<file path="src/rtl/lfsr_pkg.sv">
// Shared definitions for the LFSR random source: tap masks, draw FSM states
// and the ceil-log2 helper used to build the rejection mask.
package lfsr_pkg;

    typedef enum logic [1:0] {IDLE, DRAW, RESP} draw_state_e;

    // Bit k-1 set for each polynomial term x^k; every entry is maximal-length.
    function automatic logic [31:0] taps(input int width);
        case (width)
            4:       return 32'h0000_000C;
            5:       return 32'h0000_0014;
            6:       return 32'h0000_0030;
            7:       return 32'h0000_0060;
            8:       return 32'h0000_00B8;
            9:       return 32'h0000_0110;
            10:      return 32'h0000_0240;
            11:      return 32'h0000_0500;
            12:      return 32'h0000_0829;
            13:      return 32'h0000_100D;
            14:      return 32'h0000_2015;
            15:      return 32'h0000_6000;
            16:      return 32'h0000_D008;
            17:      return 32'h0001_2000;
            18:      return 32'h0002_0400;
            19:      return 32'h0004_0023;
            20:      return 32'h0009_0000;
            21:      return 32'h0014_0000;
            22:      return 32'h0030_0000;
            23:      return 32'h0042_0000;
            24:      return 32'h00E1_0000;
            25:      return 32'h0120_0000;
            26:      return 32'h0200_0023;
            27:      return 32'h0400_0013;
            28:      return 32'h0900_0000;
            29:      return 32'h1400_0000;
            30:      return 32'h2000_0029;
            31:      return 32'h4800_0000;
            32:      return 32'h8020_0003;
            default: return 32'h0000_0000;
        endcase
    endfunction

    function automatic int ceil_log2(input logic [31:0] v);
        int r;
        r = 0;
        for (int i = 0; i < 32; i++) begin
            if ((33'd1 << i) < {1'b0, v}) r = i + 1;
        end
        return r;
    endfunction

endpackage

</file>
<file path="src/rtl/lfsr_core.sv">
// Fibonacci shift-left LFSR state register with seed reload and all-zero
// lock-up recovery.
module lfsr_core
    import lfsr_pkg::*;
#(
    parameter int               WIDTH = 16,
    parameter logic [WIDTH-1:0] SEED  = {WIDTH{1'b1}}
) (
    input  logic             clk,
    input  logic             RESET_N,
    input  logic             en,
    input  logic             seed_load,
    input  logic [WIDTH-1:0] seed_in,
    output logic [WIDTH-1:0] state
);

    localparam logic [31:0]      TAP_ALL = taps(WIDTH);
    localparam logic [WIDTH-1:0] TAP     = TAP_ALL[WIDTH-1:0];

    logic [WIDTH-1:0] state_q, state_d;

    always_comb begin
        state_d = state_q;
        if (seed_load)
            state_d = (seed_in == '0) ? SEED : seed_in;
        else if (state_q == '0)
            state_d = SEED;
        else if (en)
            state_d = {state_q[WIDTH-2:0], ^(state_q & TAP)};
    end

    always_ff @(posedge clk or negedge RESET_N) begin
        if (!RESET_N) state_q <= SEED;
        else          state_q <= state_d;
    end

    assign state = state_q;

endmodule

</file>
<file path="src/rtl/lfsr_random_gen.sv">
// LFSR random source with a valid/ready draw port returning values in
// [0, limit) by bounded rejection sampling and a fold fallback.
//
// state | meaning
// IDLE  | ready for a request; limit latched on acceptance
// DRAW  | testing one masked candidate per enabled cycle
// RESP  | rsp_data held valid until the consumer takes it
module lfsr_random_gen
    import lfsr_pkg::*;
#(
    parameter int               WIDTH     = 16,
    parameter int               OUT_W     = 5,
    parameter logic [WIDTH-1:0] SEED      = {WIDTH{1'b1}},
    parameter int               MAX_TRIES = 8
) (
    input  logic             clk,
    input  logic             RESET_N,
    input  logic             en,
    input  logic             seed_load,
    input  logic [WIDTH-1:0] seed_in,
    input  logic             req_valid,
    output logic             req_ready,
    input  logic [OUT_W-1:0] limit,
    output logic             rsp_valid,
    input  logic             rsp_ready,
    output logic [OUT_W-1:0] rsp_data,
    output logic [WIDTH-1:0] lfsr_state
);

    if (WIDTH < 4 || WIDTH > 32) begin : g_bad_width
        $error("lfsr_random_gen: WIDTH must be within 4..32");
    end
    if (OUT_W < 1 || OUT_W > WIDTH) begin : g_bad_out_w
        $error("lfsr_random_gen: OUT_W must be within 1..WIDTH");
    end
    if (SEED == '0) begin : g_bad_seed
        $error("lfsr_random_gen: SEED must be nonzero");
    end
    if (MAX_TRIES < 1 || MAX_TRIES > 255) begin : g_bad_tries
        $error("lfsr_random_gen: MAX_TRIES must be within 1..255");
    end

    localparam logic [7:0] LAST_TRY = 8'(MAX_TRIES - 1);

    logic [WIDTH-1:0] state;

    lfsr_core #(
        .WIDTH (WIDTH),
        .SEED  (SEED)
    ) u_core (
        .clk       (clk),
        .RESET_N   (RESET_N),
        .en        (en),
        .seed_load (seed_load),
        .seed_in   (seed_in),
        .state     (state)
    );

    draw_state_e      st_q;
    logic [OUT_W-1:0] limit_q;
    logic [OUT_W-1:0] rsp_data_q;
    logic [7:0]       tries_q;
    logic             req_ready_q;
    logic             rsp_valid_q;

    logic [OUT_W-1:0] cand, mask, m;
    logic             accept;
    int               limit_log2;

    assign cand       = state[OUT_W-1:0];
    assign limit_log2 = ceil_log2(32'(limit_q));

    always_comb begin
        mask = '0;
        for (int i = 0; i < OUT_W; i++)
            mask[i] = (limit_q == '0) || (i < limit_log2);
    end

    assign m      = cand & mask;
    assign accept = (limit_q == '0) || (m < limit_q);

    always_ff @(posedge clk or negedge RESET_N) begin
        if (!RESET_N) begin
            st_q        <= IDLE;
            limit_q     <= '0;
            rsp_data_q  <= '0;
            tries_q     <= '0;
            req_ready_q <= 1'b1;
            rsp_valid_q <= 1'b0;
        end else begin
            case (st_q)
                IDLE: begin
                    if (req_valid) begin
                        limit_q     <= limit;
                        tries_q     <= '0;
                        req_ready_q <= 1'b0;
                        st_q        <= DRAW;
                    end
                end
                DRAW: begin
                    if (en) begin
                        if (accept) begin
                            rsp_data_q  <= m;
                            rsp_valid_q <= 1'b1;
                            st_q        <= RESP;
                        end else if (tries_q == LAST_TRY) begin
                            // m is below 2*limit here, so the fold lands in range
                            rsp_data_q  <= m - limit_q;
                            rsp_valid_q <= 1'b1;
                            st_q        <= RESP;
                        end else begin
                            tries_q <= tries_q + 8'd1;
                        end
                    end
                end
                RESP: begin
                    if (rsp_ready) begin
                        rsp_valid_q <= 1'b0;
                        req_ready_q <= 1'b1;
                        st_q        <= IDLE;
                    end
                end
                default: begin
                    st_q        <= IDLE;
                    req_ready_q <= 1'b1;
                    rsp_valid_q <= 1'b0;
                end
            endcase
        end
    end

    assign req_ready  = req_ready_q;
    assign rsp_valid  = rsp_valid_q;
    assign rsp_data   = rsp_data_q;
    assign lfsr_state = state;

endmodule

</file>
<file path="config.mk">
export PLATFORM = sky130hd
export DESIGN_NAME = lfsr_random_gen
export DESIGN_NICKNAME = d
export VERILOG_FILES = /design/src/rtl/lfsr_pkg.sv /design/src/rtl/lfsr_core.sv /design/src/rtl/lfsr_random_gen.sv
export SDC_FILE = /design/constraint.sdc
export NUM_CORES = 1
export LEC_CHECK = 0
export ABC_CLOCK_PERIOD_IN_PS = 2700
export CAP_MARGIN = 20
export CORE_MARGIN = 2
export CORE_UTILIZATION = 35
export CTS_CLUSTER_SIZE = 40
export DETAILED_ROUTE_END_ITERATION = 7
export REMOVE_ABC_BUFFERS = 1
export SLEW_MARGIN = 20
export SYNTH_ARGS = -nofsm -noshare
export SYNTH_HDL_FRONTEND = slang
export SYNTH_SLANG_ARGS = --single-unit
</file>
<file path="constraint.sdc">
create_clock -name clk -period 2.7 [get_ports clk]
set_input_delay 0.675 -clock clk [delete_from_list [all_inputs] [get_ports clk]]
set_output_delay 0.675 -clock clk [all_outputs]
set_load 0.02 [all_outputs]
</file>
==> results.yml, run 1 <==
cells_and_area:
  final_util: 0.499
  regArea_sq_um: 972
  nNetsFinal: 361
  multi_input_area_sq_um: 1240
  drive_above_1_share: 0.223
  fin_cells: 404
  fillers: 614
  syn2layout_area_growth_pct: 39.9
  antenna_cells: 0
sta:
  relSlewSlack: 0.292
  clock.fmax_mhz: 356
  fin_crit_ns: 2.81
  post-route-period-util: 1.04
  finalHoldViolCount: 0
  setup_viol: 3
  clock_skew_ns: 0.00473
  fin_ws_ns: -0.110
  finalHoldWorstSlack_ns: 0.486
  worst_pin_slew_ns: 1.06
  rsz0062_at_grt: "true"
  drv_slew: 0
place:
  post-dp-hpwl_um: 4090
  portBuffers: 49
  gp_routability_congestion: 0.784
  place_inst: 391
global_routing:
  grt_util_all_layers: 0.164
  grt_antenna_before_repair: 0
  grt_overflow: 0
  grt_pass1_vias: 2045
  grt_max_degree: 39
  grt_first_pass_wirelength_um: 9400
pwr:
  vdd_drop_max_mv: 0.437
  pwr-share-comb: 0.589
  pwr-share-seq: 0.281
  p_int_uw: 1880
  p_leak_uw: 0.00131
  p_sw_uw: 1250
  powerDensity_nw_per_um2: 1010
  p_clk_frac: 0.131
  swShare: 0.400
floorplan:
  rows: 29
  start_util: 0.356
  dieArea_sq_um: 7010
  core-area_sq_um: 6240
  die_h_um: 83.7
  die_w_um: 83.7
  io_pins: 50
detailed_routing:
  first_pass_iters: 4
  routed_via_density: 5.20
  drt_first_iter_violations: 85
  drt-total-wl_um: 5580
  drc: 0
  ant_nets: 0
  route.vias.total: 2100
  wl_per_cell_um: 13.8
setup_path:
  cp.required_ns: 2.92
  crit_type: "reg2reg"
  cp.arrival_ns: 3.03
  critPathCaptureType: "flop"
  cp_max_fo: 5
  critPathLaunchType: "flop"
logic_synthesis:
  async_flop_share: 1.00
  syn_area_sq_um: 2220
  synth-seq-cells: 38
  ys_seq_area_frac: 0.437
  ys_types: 44
  synthTopCellsByArea: "dfrtp_1, dfstp_2, a21oi_1, nand2_1, o21ai_0"
  ys.flop_type: "dfrtp_1"
  synth_edf_count: 0
  synth_top_area_frac: 0.236
  synth.largest_area_cell: "dfrtp_1"
  avgSynthCellArea_sq_um: 8.76
  yosys_warnings: 0
  postSynthCellCount: 254
clock_tree:
  clk_path_buf_depth: 2
  cts-root-buf: "clkbuf_8"
  htreeDepth: 2
  clkSlewWorstSetupHoldPaths_ns: 0.08
  cts_tree: "done"
  cts_hold_buf: 0
  numCtsBuffers: 5
  clock_latency_ns: 0.29
  cts.sinks: 38
outcome:
  status: "finished, violations left"
  violations: "negative setup slack"
flow_run:
  drv_cap: 0
worst_hold_path:
  worstHoldPathType: "in2async"
==> synthesized netlist by cell type (5+ instances only) <==
cell type / number
a21oi_1: 29
o31ai_1: 5
o21ai_0: 27
dfstp_2: 17
ha_1: 7
or4_1: 7
clkbuf_1: 7
nor4_1: 6
nand2_1: 36
dfrtp_1: 21
nor2_1: 30
inv_1: 10
==> power groups by stage <==
stage               logic (uW)  clock network, uW  registers, uW
floorplan                  891                  0            960
global placement          1640                  0            874
detailed placement        1650                  0            878
CTS                       1720                420            874
global route              2040                442            906
finish                    1850                409            879
==> layout by cell type, fill, tap and decap left out, types with 10 or more instances in the layout <==
master,Yosys,routed
dfstp_2,17,17
clkdlybuf4s50_1,0,48
nor2_1,30,29
inv_1,10,10
dfrtp_1,21,21
o21ai_0,27,26
nand2_1,36,36
buf_4,0,24
a21oi_1,29,28
==> state kept, by name, indices dropped and copies added (netlist names) <==
| name | count |
|---|---|
| u_core.state | 16 |
| tries_q | 8 |
| rsp_valid | 1 |
| limit_q | 5 |
| rsp_data | 5 |
| st_q | 2 |
| req_ready | 1 |
==> timing repair <==
action                     in CTS  in global routing
gates cloned                    0                  1
setup buffers                   2                  2
pin swaps                       4                 13
setup endpoints to repair       6                 13
resized for setup               4                 12
==> per-stage QoR <==
stage | setup TNS (ns) | cell area (sq um) | setup WS [ns] | power, uW
3_3_place_gp | -0.166 | 2910 | -0.0574 | 2520
4_1_cts | -0.141 | 3030 | -0.0457 | 3020
6_report | -0.237 | 3110 | -0.110 | 3140
5_1_grt | -1.75 | 3110 | -0.223 | 3390
3_5_place_dp | -0.305 | 2910 | -0.116 | 2530
2_1_floorplan | -0.900 | 2170 | -0.205 | 1850
==> path summary, 6_finish.rpt <==
| kind | slack, ns | endpoint | cells after the start | from |
|---|---|---|---|---|
| setup / recovery | -0.11 | tries_q[3]$_DFFE_PN0P_ | 11 | limit_q[1]$_DFFE_PN0P_ |
| hold / removal | 0.49 | limit_q[3]$_DFFE_PN0P_ | 1 | RESET_N |
| setup reg to reg | -0.11 | tries_q[3]$_DFFE_PN0P_ | 11 | limit_q[1]$_DFFE_PN0P_ |
| hold reg to reg | 0.50 | u_core.state[15]$_DFFE_PN1P_ | 2 | u_core.state[15]$_DFFE_PN1P_ |
| max in group asynchronous | 1.68 | rsp_data[0]$_DFFE_PN0P_ | 1 | RESET_N |
| min in group clk | 0.50 | u_core.state[15]$_DFFE_PN1P_ | 2 | u_core.state[15]$_DFFE_PN1P_ |
==> area by class of cell <==
| cell class | count | share of cell area |
|---|---|---|
| tap | 77 | 0.0310 |
| sequential | 38 | 0.312 |
| clock inverter | 1 | 0.00161 |
| multi-input combinational | 197 | 0.398 |
| inverter | 10 | 0.0121 |
| timing repair buffer | 74 | 0.218 |
| clock buffer | 7 | 0.0277 |
==> cell families after synthesis <==
family                   synth area share
XOR/XNOR                           0.0236
adder cells (fa/ha/maj)            0.0484
buffers and inverters              0.0411
multiplexers                       0.0191
AO/OA/AOI/OAI                       0.215
AND/OR/NAND/NOR                     0.216
flip-flops                          0.437
==> worst max-delay path, cell delays in order, from the launching register on <==
cell and delay [ns]:
dfrtp_1 0.38, or3_4 0.41, nor2_4 0.09, nor2_1 0.04
o21a_1 0.20, ha_4 0.28, o211a_1 0.15, o31ai_2 0.07
a21o_1 0.22, o21a_4 0.22, or4_4 0.50, a21oi_1 0.16
==> metal layers <==
| metal | up-vias | track usage | share of wire |
|---|---|---|---|
| li1 | 1060 | - | - |
| met2 | 56 | 0.256 | 0.45 |
| met1 | 976 | 0.218 | 0.47 |
| met3 | 8 | 0.0495 | 0.067 |
| met5 | - | 0 | 0 |
| met4 | 0 | 0.0557 | 0.013 |
No activity file was read; power rests on OpenSTA's default activity.
==> run 2, diff against run 1 <==
ABC_CLOCK_PERIOD_IN_PS = 3500   (was 2700)
CAP_MARGIN = 10   (was 20)
DONT_BUFFER_PORTS = 1   (was default)
clock period = 3.5 ns   (was 2.7 ns; I/O delays follow)
==> results.yml, run 2 (synthesized netlist as in run 1, its figures left out) <==
sta:
  relSlewSlack: 0.608
  setup_viol: 0
  fin_crit_ns: 3.10
  drv_slew: 0
  post-route-period-util: 0.886
  fin_setup_tns_ns: 0
  finalHoldViolCount: 0
  rsz0062_at_grt: "false"
  worst_pin_slew_ns: 0.587
  clock_skew_ns: 0.00419
  clock.fmax_mhz: 322
floorplan:
  die_w_um: 83.7
  io_pins: 50
  dieArea_sq_um: 7010
  core-area_sq_um: 6240
  rows: 29
  die_h_um: 83.7
  start_util: 0.356
cells_and_area:
  final_common_cell: "nand2_1"
  fin_cells: 330
  nNetsFinal: 287
  mostFrequentLayoutCells: "nand2_1, nor2_1, a21oi_1"
  largest_reg_flops: 16
  syn2layout_area_growth_pct: 7.03
  antenna_cells: 0
  drive_above_1_share: 0.142
clock_tree:
  htreeDepth: 2
  clock_latency_ns: 0.29
  numCtsBuffers: 5
  clkSlewWorstSetupHoldPaths_ns: 0.07
  cts.sinks: 38
  cts-root-buf: "clkbuf_8"
  postCtsSetupBuffers: 0
  cts_tree: "done"
  cts_resized: 0
  clk_path_buf_depth: 2
  cts_hold_buf: 0
worst_hold_path:
  worstHoldPathType: "in2async"
global_routing:
  grt_max_degree: 39
  grt_overflow: 0
  grt_util_all_layers: 0.146
  grt_antenna_before_repair: 0
  grt_pass1_vias: 1738
  grt_first_pass_wirelength_um: 8220
pwr:
  vdd_drop_max_mv: 0.282
  powerDensity_nw_per_um2: 829
  p_leak_uw: 0.000986
outcome:
  status: "complete, no violations"
detailed_routing:
  drt_first_iter_violations: 68
  drc: 0
  route.vias.total: 1807
  routed_via_density: 5.48
  first_pass_iters: 4
  ant_nets: 0
  drt-total-wl_um: 4920
  wl_per_cell_um: 14.9
place:
  portBuffers: 0
  post-dp-hpwl_um: 3620
  place_inst: 322
  gp_routability_congestion: 0.826
setup_path:
  crit_type: "reg2reg"
  critPathCaptureType: "flop"
  critPathLaunchType: "flop"
  cp.required_ns: 3.72
  cp.arrival_ns: 3.32
  cp_max_fo: 13
flow_run:
  drv_cap: 0
-- run 2: changes by cell type in the layout (fill, tap and decap cells not counted), sizes merged --
cell           before  now
clkdlybuf4s50      48    0
bufinv              0    1
buf                26    1
clkinv              1    0
o21a                4    3
-- run 2: final timing paths --
kind	startpoint	endpoint	slack (ns)	depth (start not counted)
min reg2reg	tries_q[0]$_DFFE_PN0P_	tries_q[0]$_DFFE_PN0P_	0.51	1
max reg2reg	limit_q[0]$_DFFE_PN0P_	tries_q[3]$_DFFE_PN0P_	0.40	11
min in group clk	tries_q[0]$_DFFE_PN0P_	tries_q[0]$_DFFE_PN0P_	0.51	1
min	RESET_N	tries_q[6]$_DFFE_PN0P_	0.27	0
max in group asynchronous	RESET_N	u_core.state[12]$_DFFE_PN1P_	3.05	0
max	limit_q[0]$_DFFE_PN0P_	tries_q[3]$_DFFE_PN0P_	0.40	11
-- run 2: cell type report --
class,count,area [sq um]
inverter,10,37.5
timing repair buffer,1,7.51
tap,77,96.3
multi-input combinational,196,1160
clock buffer,7,76.3
sequential,38,972
clock inverter,1,30.0
fill,647,3860
-- run 2: layer usage --
metal  track usage  vias up  routed length [um]
met5             0        -                   0
met4        0.0440        0                  66
met3        0.0485        7                 358
met1         0.196      845                2360
li1              -      903                   -
met2         0.225       52                2140
-- run 2: critical path, stage by stage, from the launching register on --
cell and delay [ns]:
dfrtp_1 0.44, or3_4 0.44, nor2_1 0.13, nor2_1 0.05, o21a_1 0.19, ha_1 0.32, o211a_1 0.15, o31ai_1 0.08
a21o_1 0.30, o21a_4 0.28, or4_1 0.50, a21oi_1 0.15
-- run 2: power by group --
| group | switching, uW | internal [uW] | total [uW] |
|---|---|---|---|
| combinational | 475 | 365 | 839 |
| clock | 153 | 213 | 367 |
| sequential | 196 | 571 | 767 |
| total | 824 | 1150 | 1970 |
-- run 2: through the flow --
stage	worst slack, ns	hold WS, ns	util	power [uW]	cell area [sq um]
2_1_floorplan	0.595	0.474	-	1430	2170
3_3_place_gp	0.486	0.503	0.364	1600	2270
3_5_place_dp	0.417	0.501	0.364	1610	2270
4_1_cts	0.404	0.260	0.382	1990	2380
5_1_grt	0.230	0.254	0.382	2120	2380
6_report	0.398	0.272	0.382	1970	2380
==> run 3, diff against run 2 <==
PLACE_DENSITY = 0.58   (was default)
==> results.yml, run 3 (synthesized netlist as in run 1, its figures left out) <==
outcome:
  status: "complete, no violations"
pwr:
  swShare: 0.436
  p_sw_uw: 832
  pwr-share-comb: 0.440
  pwr-share-seq: 0.404
  p_leak_uw: 0.000972
  vdd_drop_max_mv: 0.310
  p_int_uw: 1070
  powerDensity_nw_per_um2: 808
  p_clk_frac: 0.156
sta:
  clock_skew_ns: 0.0101
  drv_slew: 0
  fin_ws_ns: 0.373
  post-route-period-util: 0.894
  relSlewSlack: 0.608
  worst_pin_slew_ns: 0.588
  fin_setup_tns_ns: 0
  setup_viol: 0
  finalHoldWorstSlack_ns: 0.267
  fin_crit_ns: 3.13
  clock.fmax_mhz: 320
  finalHoldViolCount: 0
  rsz0062_at_grt: "false"
floorplan:
  rows: 29
  io_pins: 50
  core-area_sq_um: 6240
  die_w_um: 83.7
  dieArea_sq_um: 7010
  die_h_um: 83.7
  start_util: 0.356
setup_path:
  crit_type: "reg2reg"
  cp_slowest_cell: "or4_1"
  cp.required_ns: 3.71
  cp.arrival_ns: 3.34
  critPathMostFrequentCell: "nor2_1"
  critPathLaunchType: "flop"
  cp_max_fo: 13
  critPathCaptureType: "flop"
  cpPeakStageDelay_ns: 0.51
  path_cells: "or3_4 -> nor2_1 -> nor2_1 -> o21a_1 -> ha_1 -> o211a_1 -> o31ai_1 -> a21o_1 -> o21a_4 -> or4_1 -> a21oi_1"
worst_hold_path:
  worstHoldPathType: "in2async"
cells_and_area:
  syn2layout_area_growth_pct: 6.02
  drive_above_1_share: 0.142
  antenna_cells: 0
  largest_reg_flops: 16
  mostFrequentLayoutCells: "nand2_1, nor2_1, a21oi_1"
  fin_cells: 330
  final_common_cell: "nand2_1"
  nNetsFinal: 287
detailed_routing:
  routed_via_density: 5.50
  drt-total-wl_um: 5070
  drc: 0
  drt_first_iter_violations: 127
  route.vias.total: 1815
  first_pass_iters: 4
  wl_per_cell_um: 15.4
  ant_nets: 0
clock_tree:
  cts_resized: 0
  cts.sinks: 38
  cts_hold_buf: 0
  postCtsSetupBuffers: 0
  cts-root-buf: "clkbuf_8"
  clock_latency_ns: 0.29
  numCtsBuffers: 5
  cts_tree: "done"
  clkSlewWorstSetupHoldPaths_ns: 0.08
  htreeDepth: 2
  clk_path_buf_depth: 2
place:
  post-dp-hpwl_um: 3710
  gp_routability_congestion: 0.833
  portBuffers: 0
  place_inst: 322
  pre_cts_slack_ns: 0.429
global_routing:
  grt_first_pass_wirelength_um: 8430
  grt_overflow: 0
  grt_antenna_before_repair: 0
  grt_pass1_vias: 1707
  grt_util_all_layers: 0.148
  grt_max_degree: 39
flow_run:
  drv_cap: 0
## run 3: cell count changes in the layout (fill, tap and decap cells not counted)
cell	delta
bufinv_16	-1
clkinvlp_4	+1
## run 3: metrics by stage
stage                     cell area (sq um)  total power, uW   util
after floorplan                        2170             1430      -
after CTS                              2360             1920  0.378
after global routing                   2360             2070  0.378
final                                  2360             1910  0.378
after global placement                 2270             1600  0.364
after detailed placement               2270             1610  0.364
## run 3: routing by layer
| metal | wire [um] | up-vias | track usage |
|---|---|---|---|
| li1 | - | 902 | - |
| met1 | 2340 | 840 | 0.209 |
| met2 | 2280 | 65 | 0.218 |
| met3 | 362 | 8 | 0.0435 |
| met4 | 85 | 0 | 0.0469 |
| met5 | 0 | - | 0 |
## run 3: worst paths after layout
path / start / slack [ns] / endpoint / depth (start not counted)
hold reg to reg: tries_q[0]$_DFFE_PN0P_ / 0.51 / tries_q[0]$_DFFE_PN0P_ / 1
setup / recovery: limit_q[0]$_DFFE_PN0P_ / 0.37 / tries_q[4]$_DFFE_PN0P_ / 11
max in group asynchronous: RESET_N / 3.05 / u_core.state[11]$_DFFE_PN1P_ / 0
hold / removal: RESET_N / 0.27 / limit_q[2]$_DFFE_PN0P_ / 0
min in group clk: tries_q[0]$_DFFE_PN0P_ / 0.51 / tries_q[0]$_DFFE_PN0P_ / 1
setup reg to reg: limit_q[0]$_DFFE_PN0P_ / 0.37 / tries_q[4]$_DFFE_PN0P_ / 11
## run 3: worst max-delay path, delay by kind of cell (launching register included)
kind | cells | cell delay (ns)
AND/OR/NAND/NOR | 4 | 1.14
flip-flops | 1 | 0.44
AO/OA/AOI/OAI | 6 | 1.14
adder cells (fa/ha/maj) | 1 | 0.32
## run 3: power by group through the flow
stage	Combinational [uW]	Clock (uW)	Sequential, uW
6_report	839	298	769
5_1_grt	942	334	790
4_1_cts	839	311	771
3_5_place_dp	833	0	778
3_3_place_gp	829	0	774
2_1_floorplan	687	0	741
## run 3: cell type report
| cell class | count | area (sq um) |
|---|---|---|
| Clock buffer | 7 | 76.3 |
| Clock inverter | 1 | 7.51 |
| Fill cell | 652 | 3880 |
| Inverter | 10 | 37.5 |
| Multi-Input combinational cell | 196 | 1160 |
| Sequential cell | 38 | 972 |
| Tap cell | 77 | 96.3 |
| Timing Repair Buffer | 1 | 7.51 |
